[config.mk]
export PLATFORM = sky130hd
export DESIGN_NAME = wbu
export DESIGN_NICKNAME = d
export VERILOG_FILES = /design/src/rtl/wbu.sv
export SDC_FILE = /design/constraint.sdc
export NUM_CORES = 1
export LEC_CHECK = 0
export BUFFER_PORTS_ARGS = -buffer_cell sky130_fd_sc_hd__buf_2
export CAP_MARGIN = 20
export CORE_ASPECT_RATIO = 0.75
export CORE_MARGIN = 3
export CORE_UTILIZATION = 50
export DETAILED_ROUTE_END_ITERATION = 10
export PLACE_DENSITY_LB_ADDON = 0.25
export SYNTH_ARGS = -nofsm -noshare
export SYNTH_HDL_FRONTEND = slang
export SYNTH_SLANG_ARGS = --single-unit
[constraint.sdc]
create_clock -name clk -period 4.03 [get_ports clk]
set_input_delay 0.403 -clock clk [delete_from_list [all_inputs] [get_ports clk]]
set_output_delay 0.403 -clock clk [all_outputs]
set_load 0.02 [all_outputs]
[src/rtl/wbu.sv]
// Write-back unit: arbitrates EXU/LSU results, extends load data, drives the
// register file write port and tracks outstanding writes in a busy scoreboard.
module wbu (
  input  logic        clk,
  input  logic        rst,
  input  logic        iss_valid,
  input  logic        iss_wen,
  input  logic [4:0]  iss_rd,
  output logic [31:0] busy,
  input  logic        exu_valid,
  output logic        exu_ready,
  input  logic        exu_wen,
  input  logic [4:0]  exu_rd,
  input  logic [31:0] exu_data,
  input  logic        lsu_valid,
  output logic        lsu_ready,
  input  logic        lsu_wen,
  input  logic [4:0]  lsu_rd,
  input  logic [2:0]  lsu_funct3,
  input  logic [1:0]  lsu_addr_lo,
  input  logic [31:0] lsu_rdata,
  output logic        rf_wen,
  output logic [4:0]  rf_rd,
  output logic [31:0] rf_wdata,
  output logic        commit
);

  logic        prio;
  logic        exu_hs;
  logic        lsu_hs;
  logic [31:0] busy_q;
  logic [31:0] set_vec;
  logic [31:0] clr_vec;

  function automatic logic [31:0] load_ext(input logic [2:0]  f3,
                                           input logic [1:0]  lo,
                                           input logic [31:0] w);
    logic [7:0]  b;
    logic [15:0] h;
    case (lo)
      2'd0:    b = w[7:0];
      2'd1:    b = w[15:8];
      2'd2:    b = w[23:16];
      default: b = w[31:24];
    endcase
    h = lo[1] ? w[31:16] : w[15:0];
    case (f3)
      3'b000:  load_ext = {{24{b[7]}}, b};
      3'b001:  load_ext = {{16{h[15]}}, h};
      3'b100:  load_ext = {24'd0, b};
      3'b101:  load_ext = {16'd0, h};
      default: load_ext = w;
    endcase
  endfunction

  // Ready does not look at the requester's own valid, so at most one side
  // can complete a handshake when both are presenting.
  assign exu_ready = !lsu_valid || prio;
  assign lsu_ready = !exu_valid || !prio;
  assign exu_hs    = exu_valid && exu_ready;
  assign lsu_hs    = lsu_valid && lsu_ready;

  always_ff @(posedge clk) begin
    if (rst)
      prio <= 1'b0;
    else if (exu_valid && lsu_valid)
      prio <= !prio;
  end

  always_ff @(posedge clk) begin
    if (rst) begin
      rf_wen   <= 1'b0;
      rf_rd    <= 5'd0;
      rf_wdata <= 32'd0;
      commit   <= 1'b0;
    end else begin
      commit <= exu_hs || lsu_hs;
      rf_wen <= 1'b0;
      if (lsu_hs) begin
        rf_wen   <= lsu_wen && (lsu_rd != 5'd0);
        rf_rd    <= lsu_rd;
        rf_wdata <= load_ext(lsu_funct3, lsu_addr_lo, lsu_rdata);
      end else if (exu_hs) begin
        rf_wen   <= exu_wen && (exu_rd != 5'd0);
        rf_rd    <= exu_rd;
        rf_wdata <= exu_data;
      end
    end
  end

  always_comb begin
    set_vec = 32'd0;
    clr_vec = 32'd0;
    if (iss_valid && iss_wen)
      set_vec[iss_rd] = 1'b1;
    if (rf_wen)
      clr_vec[rf_rd] = 1'b1;
  end

  // A new issue to the register retiring this cycle must stay busy, so the
  // set is applied after the clear; bit 0 is masked off permanently.
  always_ff @(posedge clk) begin
    if (rst)
      busy_q <= 32'd0;
    else
      busy_q <= ((busy_q & ~clr_vec) | set_vec) & 32'hFFFF_FFFE;
  end

  assign busy = busy_q;

endmodule

==> out/metrics.yaml <==
grt_max_degree: 58
finalCritPeriodShare_pct: 56.12
avgSynthCellArea_um2: 7.270
tightest_slew_ns: 1.104
cts_sinks: 71
timing.rr.end: "rf_wdata[13]"
powerDensity_nw_per_um2: 363.6
drv_cap: 0
wl_per_cell_um: 16.75
synthCells: 544
crit_start: "prio"
relSlewSlack_pct: 25.82
crit_fanout: 31
ir_drop_uv: 151.4
r2r_cells: 4
postCtsSetupBuffers: 0
start_util_pct: 52.74
synth_edf_count: 0
crit_buf_inv: 0
yosysTopAreaCell: "dfxtp_1"
power_leakage_nw: 2.250
setup_ws_ns: 1.769
grt_pass1_vias: 4086
slowest_stage: "a21boi_4"
fin_hold_ws_ns: 0.3418
dp_hpwl_um: 9540
ctsHoldBuffers: 0
io_buffers: 163
fmax_mhz: 442.2
min-delay-start: "lsu_wen"
critPathKind: "reg -> reg"
crit_path_end_kind: "flop"
drc: 0
slowest_delay_ns: 0.76
period_minus_slack_ns: 2.261
wirelength_um: 13170
finalSetupTns_ns: 0
grt_antenna_before_repair: 0
area_growth_pct: 24.99
dp_slack_ns: 1.690
grtUsageTotal_pct: 28.31
drv_slew: 0
finClkSkew_ns: 0.01159
synthArstFlopShare_pct: 0
yosysSeqAreaShare_pct: 35.94
grt_pass1_wl_um: 20470
worstHoldEndpoint: "rf_wen"
dieHeight_um: 83.03
nFillCells: 694
cts_resized: 0
crit_required_ns: 4.24
drive_above_1_share_pct: 29.78
clk_pin_slew_ns: 0.08
postRouteAntennaNets: 0
r2r_start: "prio"
reg2reg_setup_slack_ns: 1.77
crit_family: "compound AO/OA/AOI/OAI gates"
first_pass_iters: 5
drt_iter0_markers: 357
holdCritPathClass: "in -> reg"
syn_area_um2: 3955
synth_ff_type: "dfxtp_1"
rsz0062_at_grt: "no"
io_pins: 165
worstPathArrival_ns: 2.47
holdPathStages: 3
gp_congestion: 0.9701
h-tree-depth: 3
cts_tree: "yes"
cts_made_buffers: 9
cts.path.max_buffers: 2
hold_viol_final: 0
cts-root-buf: "clkbuf_8"
syn-num-nets: 636
outcome: "complete, no violations"
final_nets: 772
critPathLaunchType: "flop"
core.rowCount: 27
die-area_um2: 9024
grt_overflow_total: 0
vias: 4566
setup_viol: 0
synth_cell_type_count: 46
utilization_pct: 65.92
coreArea_um2: 7500
clk_latency_ns: 0.35
ys_warn_count: 0
ys_seq_elements: 71
dieWidth_um: 108.7
path_cells: "a21boi_4, nand2_1, o221ai_1, a21oi_1"
insertedDiodeCount: 0
yosys-top-cells-area: "dfxtp_1 36%, a21oi_1 9.5%, nand2_1 9.2%"
synth.top_cell.area_share_pct: 35.94
viasPerCell: 5.809
layout make-up:
cell class,instances,area [µm²],area share [%]
sequential,71,1421,28.75
inverter,22,82.58,1.670
clock buffer,10,127.6,2.582
tap,101,126.4,2.556
timing repair buffer,166,838.3,16.96
clock inverter,6,91.34,1.848
multi-input combinational,410,2256,45.63
synthesized netlist by cell type, types with 8 or more instances:
| cell type | count |
|---|---|
| o21ai_1 | 10 |
| o21ai_0 | 45 |
| inv_1 | 22 |
| o221ai_1 | 8 |
| nand3_1 | 22 |
| a31oi_1 | 18 |
| o211ai_1 | 16 |
| nand2_1 | 97 |
| a21oi_1 | 75 |
| dfxtp_1 | 71 |
| clkbuf_1 | 13 |
| buf_2 | 14 |
| nor2_1 | 31 |
| mux2i_1 | 10 |
| nor3_1 | 20 |
| buf_1 | 8 |
flip-flops by register name (all words and copies together) (netlist names):
signal / flops
prio: 1
commit: 1
busy: 31
rf_rd: 5
rf_wen: 1
rf_wdata: 32
kinds of logic (layout without fill, tap and decap cells):
| kind of cell | count (synthesis) | count (layout) | synth area share (%) |
|---|---|---|---|
| compound gates | 185 | 185 | 27.75 |
| xor+xnor | 1 | 1 | 0.2215 |
| buf+inv | 63 | 204 | 7.308 |
| flops | 71 | 71 | 35.94 |
| mux | 17 | 17 | 4.524 |
| other cells | 1 | 1 | 0.09482 |
| simple gates | 206 | 206 | 24.17 |
tightest hold or removal path, cell delays in order:
cell,delay [ns]
buf_2,0.10
o211ai_1,0.08
a21oi_1,0.07
placed cells by master, fill, tap and decap left out, types with 10 or more instances in the layout:
master    synthesis  routed
nand3_1          22      22
o21ai_0          45      45
dfxtp_1          71      71
o21ai_1          10      10
buf_2            14     163
nor3_1           20      20
mux2i_1          10      10
nor2_1           31      31
o211ai_1         16      16
a21oi_1          75      75
inv_1            22      22
a31oi_1          18      18
nand2_1          97      97
layer usage:
metal	GRT usage [%]	wire length, µm	vias to the layer above	part of all wire (%)
met4	8.142	246	0	1.9
met5	0	0	-	0
met2	43.13	5825	273	44
li1	-	-	2187	-
met3	6.138	1376	25	10
met1	40.16	5721	2081	43
power breakdown:
part,switching (mW),internal (mW)
Sequential,0.0348,0.740
Clock,0.289,0.353
Combinational,0.240,0.140
Total,0.564,1.23
stage by stage:
step	cell area, µm²	cells	power [mW]
finish	4943	786	1.797
global route	4943	786	1.868
CTS	4943	786	1.795
detailed placement	4725	770	1.163
global placement	4725	770	1.155
floorplan	3955	544	1.028
worst max-delay path by stage:
stage / endpoint / slack (ns) / cells past startpoint
finish: rf_wdata[13] / 1.77 / 4
CTS: exu_ready / 1.82 / 2
detailed placement: rf_wdata[12] / 1.69 / 5
floorplan: rf_wdata[15] / 2.46 / 5
global route: rf_wdata[9] / 1.58 / 4
global placement: rf_wdata[12] / 1.75 / 5
Power figures use the tool's default switching activity.
